<file path="config.mk">
export PLATFORM = sky130hd
export DESIGN_NAME = serial_parity_engine_flat
export DESIGN_NICKNAME = d
export VERILOG_FILES = /design/src/rtl/serial_parity_engine_pkg.sv /design/src/rtl/serial_parity_engine_if.sv /design/src/rtl/serial_parity_engine_err_counter.sv /design/src/rtl/serial_parity_engine.sv /design/src/flat_wrapper.sv
export SDC_FILE = /design/constraint.sdc
export NUM_CORES = 1
export LEC_CHECK = 0
export ABC_AREA = 1
export CAP_MARGIN = 0
export CORE_UTILIZATION = 35
export CTS_CLUSTER_SIZE = 25
export DETAILED_ROUTE_END_ITERATION = 8
export GPL_TIMING_DRIVEN = 1
export PLACE_DENSITY_LB_ADDON = 0.1
export SKIP_CTS_REPAIR_TIMING = 1
export SLEW_MARGIN = 20
export SYNTH_ARGS = -nofsm -noshare
export SYNTH_HDL_FRONTEND = slang
export SYNTH_SLANG_ARGS = --single-unit
</file>
<file path="constraint.sdc">
create_clock -name clk -period 2 [get_ports clk]
set_input_delay 0.2 -clock clk [delete_from_list [all_inputs] [get_ports clk]]
set_output_delay 0.2 -clock clk [all_outputs]
set_load 0.005 [all_outputs]
</file>
<file path="src/rtl/serial_parity_engine_pkg.sv">
// parity_pkg: shared types, mode constants and sizing helper for the serial parity engine
package parity_pkg;

    typedef enum logic {
        PAR_IDLE,
        PAR_ACCUM
    } par_state_t;

    localparam logic PAR_EVEN = 1'b0;
    localparam logic PAR_ODD  = 1'b1;

    // Counter must reach DATA_BITS+1 (check mode frame length) without wrapping.
    function automatic int par_cnt_w(input int data_bits);
        return $clog2(data_bits + 2);
    endfunction

endpackage

</file>
<file path="src/rtl/serial_parity_engine_if.sv">
// serial_parity_engine_if: frame-bit input and parity/status output bundle
interface serial_parity_engine_if #(
    parameter int ERR_CNT_W = 8
);

    logic                 i_valid;
    logic                 i_x;
    logic                 i_odd;
    logic                 i_check_en;
    logic                 i_abort;
    logic                 i_err_clr;
    logic                 o_busy;
    logic                 o_done;
    logic                 o_parity;
    logic                 o_err;
    logic [ERR_CNT_W-1:0] o_err_cnt;

    modport master (
        output i_valid, i_x, i_odd, i_check_en, i_abort, i_err_clr,
        input  o_busy, o_done, o_parity, o_err, o_err_cnt
    );

    modport slave (
        input  i_valid, i_x, i_odd, i_check_en, i_abort, i_err_clr,
        output o_busy, o_done, o_parity, o_err, o_err_cnt
    );

endinterface

</file>
<file path="src/rtl/serial_parity_engine_err_counter.sv">
// parity_err_counter: saturating error event counter, clear beats increment
module parity_err_counter #(
    parameter int ERR_CNT_W = 8
) (
    input  logic                 clk,
    input  logic                 reset,
    input  logic                 i_inc,
    input  logic                 i_clr,
    output logic [ERR_CNT_W-1:0] o_cnt
);

    // Count error events, stick at all-ones until cleared.
    always_ff @(posedge clk or posedge reset) begin
        if (reset)
            o_cnt <= '0;
        else if (i_clr)
            o_cnt <= '0;
        else if (i_inc && o_cnt != '1)
            o_cnt <= o_cnt + 1'b1;
    end

endmodule

</file>
<file path="src/rtl/serial_parity_engine.sv">
// serial_parity_engine: bit-serial even/odd parity generator and checker with error counter
module serial_parity_engine
    import parity_pkg::*;
#(
    parameter int DATA_BITS = 8,
    parameter int ERR_CNT_W = 8
) (
    input logic clk,
    input logic reset,
    serial_parity_engine_if.slave bus
);

    localparam int CW = par_cnt_w(DATA_BITS);

    par_state_t    state;
    logic [CW-1:0] cnt;
    logic [CW-1:0] cnt_n;
    logic          acc;
    logic          odd_l;
    logic          chk_l;
    logic          busy;
    logic          done;
    logic          parity;
    logic          err;
    logic          first;
    logic          odd_m;
    logic          chk_m;
    logic          is_data;
    logic          last;
    logic          acc_n;
    logic          par_n;
    logic          err_n;
    logic          accept;

    // The first bit of a frame takes its mode straight from the inputs; later bits use the latched mode.
    assign first   = state == PAR_IDLE;
    assign odd_m   = first ? bus.i_odd : odd_l;
    assign chk_m   = first ? bus.i_check_en : chk_l;
    assign cnt_n   = cnt + 1'b1;
    assign is_data = cnt < CW'(DATA_BITS);
    assign last    = cnt_n == CW'(DATA_BITS) + CW'(chk_m);
    assign acc_n   = (first ? 1'b0 : acc) ^ (is_data & bus.i_x);
    assign par_n   = acc_n ^ odd_m;
    assign err_n   = chk_m & (bus.i_x != par_n);
    assign accept  = bus.i_valid & ~bus.i_abort;

    // Frame FSM: accumulate bits, on the last bit publish parity/error and return to idle.
    always_ff @(posedge clk or posedge reset) begin
        if (reset) begin
            state  <= PAR_IDLE;
            cnt    <= '0;
            acc    <= 1'b0;
            odd_l  <= PAR_EVEN;
            chk_l  <= 1'b0;
            busy   <= 1'b0;
            done   <= 1'b0;
            parity <= 1'b0;
            err    <= 1'b0;
        end else begin
            done <= 1'b0;
            if (bus.i_abort) begin
                state <= PAR_IDLE;
                cnt   <= '0;
                acc   <= 1'b0;
                busy  <= 1'b0;
            end else if (bus.i_valid) begin
                if (first) begin
                    odd_l <= odd_m;
                    chk_l <= chk_m;
                end
                if (last) begin
                    state  <= PAR_IDLE;
                    cnt    <= '0;
                    busy   <= 1'b0;
                    done   <= 1'b1;
                    parity <= par_n;
                    err    <= err_n;
                end else begin
                    state <= PAR_ACCUM;
                    cnt   <= cnt_n;
                    acc   <= acc_n;
                    busy  <= 1'b1;
                end
            end
        end
    end

    assign bus.o_busy   = busy;
    assign bus.o_done   = done;
    assign bus.o_parity = parity;
    assign bus.o_err    = err;

    parity_err_counter #(
        .ERR_CNT_W(ERR_CNT_W)
    ) u_err_cnt (
        .clk   (clk),
        .reset (reset),
        .i_inc (accept & last & err_n),
        .i_clr (bus.i_err_clr),
        .o_cnt (bus.o_err_cnt)
    );

endmodule

</file>
<file path="src/flat_wrapper.sv">
// flat-port wrapper written by rule: the top's interface ports become plain ports
module serial_parity_engine_flat import parity_pkg::*;
#(
    parameter int DATA_BITS = 8,
    parameter int ERR_CNT_W = 8
)
  (clk, reset, bus_i_valid, bus_i_x, bus_i_odd, bus_i_check_en, bus_i_abort, bus_i_err_clr, bus_o_busy, bus_o_done, bus_o_parity, bus_o_err, bus_o_err_cnt);
  serial_parity_engine_if #(.ERR_CNT_W(ERR_CNT_W)) bus_i ();
  input logic clk;
  input logic reset;
  input wire logic [$bits(bus_i.i_valid)-1:0] bus_i_valid;
  input wire logic [$bits(bus_i.i_x)-1:0] bus_i_x;
  input wire logic [$bits(bus_i.i_odd)-1:0] bus_i_odd;
  input wire logic [$bits(bus_i.i_check_en)-1:0] bus_i_check_en;
  input wire logic [$bits(bus_i.i_abort)-1:0] bus_i_abort;
  input wire logic [$bits(bus_i.i_err_clr)-1:0] bus_i_err_clr;
  output wire logic [$bits(bus_i.o_busy)-1:0] bus_o_busy;
  output wire logic [$bits(bus_i.o_done)-1:0] bus_o_done;
  output wire logic [$bits(bus_i.o_parity)-1:0] bus_o_parity;
  output wire logic [$bits(bus_i.o_err)-1:0] bus_o_err;
  output wire logic [$bits(bus_i.o_err_cnt)-1:0] bus_o_err_cnt;
  assign bus_i.i_valid = bus_i_valid;
  assign bus_i.i_x = bus_i_x;
  assign bus_i.i_odd = bus_i_odd;
  assign bus_i.i_check_en = bus_i_check_en;
  assign bus_i.i_abort = bus_i_abort;
  assign bus_i.i_err_clr = bus_i_err_clr;
  assign bus_o_busy = bus_i.o_busy;
  assign bus_o_done = bus_i.o_done;
  assign bus_o_parity = bus_i.o_parity;
  assign bus_o_err = bus_i.o_err;
  assign bus_o_err_cnt = bus_i.o_err_cnt;
  serial_parity_engine #(.DATA_BITS(DATA_BITS), .ERR_CNT_W(ERR_CNT_W)) u_core (.clk(clk), .reset(reset), .bus(bus_i));
endmodule
</file>
==> summary.md <==
| Metric | Value |
|---|---|
| Largest net degree at the start of global routing | `20` |
| Crit path cell chain | `ha_1 -> nor2_2 -> nand4_4 -> nor2_4 -> nand3_4 -> nand2_4 -> nand2_1 -> nand2_1` |
| Max cap viols | `0` |
| Setup TNS | `0 ns` |
| Die height | `58.8 microns` |
| Port bufs | `19` |
| Max stage delay cell, worst path | `dfrtp_1` |
| Psw | `0.000229 W` |
| Fin cells | `223` |
| Routed len/inst | `10.6 microns` |
| Final Slew Violations | `0` |
| TritonCTS Buffers | `3` |
| Yosys warns | `0` |
| Die span in x | `58.8 microns` |
| CP peak stage delay | `0.47 ns` |
| Synthesis-stage register bit count | `19` |
| Critical path data arrival time | `1.97 ns` |
| TritonCTS clock tree | `done` |
| Power density over cell area | `544 nW/um^2` |
| Largest family of logic cells by synthesized area | `simple AND/OR/NAND/NOR gates` |
| Setup crit end kind | `flip-flop` |
| Initial drt markers | `31` |
| Via/cell ratio | `4.57` |
| Via count | `1019` |
| VDD IR max | `250 uV` |
| Tot Pwr | `0.000773 W` |
| Synth Instances | `154` |
| Global-route wire length before repair | `4300 microns` |
| WS Path Type | `flip-flop to flip-flop` |
| Post-Synth Adder-Cell Area | `2.22%` |
| Antenna viol nets, final | `0` |
| Detailed Route WL | `2370 microns` |
| Internal power | `0.000544 W` |
| Met2 usage | `27.3%` |
| Startpoint Class | `flip-flop` |
| Worst slew pin tran | `0.307 ns` |
| Clock tree sinks | `19` |
| Most used cell along the critical path | `nand2_1` |
| Fin. Hold Viols | `0` |
| Initial antenna violation count | `0` |
| Synth Area per Inst | `7.33 sq um` |
| CP required | `2.23 ns` |
| GRT busiest layer | `met2` |
| CTS clock-pin slew for the worst setup and hold paths | `0.13 ns` |
| Period utilisation layout | `86.7%` |
| Max Clock Freq | `577 MHz` |
| Outcome | `finished, final reports clean` |
| WHS | `0.203 ns` |
| Routing usage on met3 | `2.20%` |
| CTS max path bufs | `2` |
| Die footprint | `3460 sq um` |
| H-tree levels | `1` |
| Final HPWL DP | `1760 microns` |
| Cell Rows | `20` |
| Final core occ | `46.6%` |
| Sequential Power Share | `55.4%` |
| Post-route DRC | `0` |
| Number of global-route vias before repair | `1038` |
| Final nets | `190` |
| Combinational power share | `18.8%` |
| GRT met1 Usage | `20.9%` |
| Relative slew slack | `79.4%` |
| Compound-gate portion of the synthesized area | `5.76%` |
| Synth Area in Simple Gates | `41.1%` |
| Distinct cells, synth | `23` |
| Final setup viols | `0` |
| RSZ-0062 raised after global routing | `no` |
| DRT Pass-1 Iters | `4` |
| Lkg Pwr | `0.711 nW` |
| Area delta synth->final | `25.9%` |
| Mux cell area share after synthesis | `0%` |
| Share of power burned in the clock network | `25.8%` |
| Share of layout cells above drive strength 1 | `10.6%` |
| All-Layer GR Usage | `16.2%` |
| Min-Delay Path Class | `input port to asynchronous set/reset pin` |
| Final Wtd Congestion | `0.830` |
| Core ar. | `3050 sq um` |
| Grt total ovfl | `0` |
| I/O pin count | `20` |
| XOR/XNOR share of the synthesized area | `0.776%` |
| Sequential fraction of the synthesis area | `42.1%` |
| Placed Cells | `219` |
| Clock root cell | `clkbuf_4` |
| Clock Latency Late Sink | `0.31 ns` |
| Layout Skew | `0.0194 ns` |
| CP Max Fanout | `9` |
| Post-layout minimum cycle time | `1.73 ns` |
| Sw frac | `29.6%` |
| Initial core utilization | `37.0%` |
| Synth Net Count | `164` |
| Synth Cell Area | `1130 sq um` |
| ANT cells | `0` |
-- cell families after synthesis --
logic type                 Yosys count
adders and majority gates            2
AOI/OAI and AO/OA                   12
DFF                                 19
xor gates and xnor gates             1
and+or+nand+nor                     96
buffers and inverters               24
-- metrics by stage --
step	worst slack (ns)	instance area, sq um
2_1_floorplan	0.459	1130
3_3_place_gp	0.282	1390
3_5_place_dp	0.247	1390
4_1_cts	0.220	1420
5_1_grt	0.0897	1420
6_report	0.266	1420
-- power by group through the flow --
stage | combinational (W) | clock (W) | sequential, W
final | 0.000145 | 0.000200 | 0.000428
after global routing | 0.000165 | 0.000228 | 0.000432
after CTS | 0.000148 | 0.000211 | 0.000428
after detailed placement | 0.000147 | 0 | 0.000435
after global placement | 0.000145 | 0 | 0.000434
after floorplan | 0.0000895 | 0 | 0.000430
-- layout make-up --
| cell class | count | area [sq um] |
|---|---|---|
| clock buffers | 3 | 22.5 |
| flip-flops and latches | 19 | 475 |
| inverters | 24 | 90.1 |
| clock inverters | 1 | 5.00 |
| multi-input cells | 111 | 568 |
| repair buffers | 21 | 205 |
| fillers | 328 | 1630 |
| well taps | 44 | 55.1 |
-- sequential cells by signal (all words and copies together), names as in the netlist --
name and flops:
u_core.acc 1, u_core.bus.o_busy 1, u_core.bus.o_done 1, u_core.bus.o_err 1
u_core.bus.o_parity 1, u_core.chk_l 1, u_core.cnt 4, u_core.odd_l 1
u_core.u_err_cnt.o_cnt 8
-- synthesized netlist by cell type --
| cell type | n | area share [%] |
|---|---|---|
| dfrtp_1 | 19 | 42 |
| a31oi_1 | 1 | 0.55 |
| nor2_2 | 2 | 1.1 |
| inv_2 | 1 | 0.33 |
| a22o_1 | 1 | 0.78 |
| nor3b_1 | 1 | 0.67 |
| xor2_1 | 1 | 0.78 |
| nand2_4 | 2 | 2.0 |
| nor3_1 | 3 | 1.3 |
| nand2_2 | 4 | 2.2 |
| nand2_1 | 51 | 17 |
| nand4_1 | 2 | 1.1 |
| o21ai_0 | 9 | 4.0 |
| nand3_1 | 16 | 7.1 |
| nor2_1 | 11 | 3.7 |
| nor2_4 | 1 | 1.0 |
| ha_1 | 2 | 2.2 |
| clkinv_1 | 2 | 0.67 |
| nand3_4 | 1 | 1.6 |
| inv_1 | 21 | 7.0 |
| nand4_4 | 1 | 1.9 |
| and3_1 | 1 | 0.55 |
| a21oi_1 | 1 | 0.44 |
-- path summary, 6_finish.rpt --
path                          startpoint                   endpoint  slack (ns)  cells past startpoint
hold / removal                     reset  u_core.u_err_cnt.o_cnt[0]        0.20                      3
max in group asynchronous          reset  u_core.u_err_cnt.o_cnt[1]        1.57                      3
hold reg to reg               u_core.acc                 u_core.acc        0.49                      2
setup / recovery           u_core.cnt[0]  u_core.u_err_cnt.o_cnt[2]        0.27                      8
setup reg to reg           u_core.cnt[0]  u_core.u_err_cnt.o_cnt[2]        0.27                      8
min in group clk              u_core.acc                 u_core.acc        0.49                      2
-- worst max-delay path, delay by kind of cell, from the launching register on --
family        cells  cell delay, ns
simple gates      7            0.86
fa+ha+maj         1            0.35
flops             1            0.47
-- cells in the final DEF (no fill, tap or decap) --
cell type        count
inv_2                1
clkinv_1             2
nand4_4              1
nand4_1              2
nand3_1             16
nor2_1              11
nor3_1               2
nor2_4               1
and3_1               1
a21oi_1              1
clkbuf_4             3
dfrtp_1             19
buf_4                2
nor3b_1              1
xor2_1               1
ha_1                 2
nand3_4              1
a22o_1               1
clkinv_2             1
nand2_2              4
clkdlybuf4s50_1     19
inv_1               21
nand2_4              2
nor2_2               2
nor3_2               1
nand2_1             51
o21ai_0              9
a31oi_1              1
-- per-layer routing --
metal | share of wire (%) | routed length, microns | vias to the layer above
met1 | 51 | 1220 | 455
li1 | - | - | 541
met2 | 44 | 1050 | 19
met3 | 3.1 | 74 | 4
met4 | 1.1 | 25 | 0
met5 | 0 | 0 | -
Power figures use the tool's default switching activity.
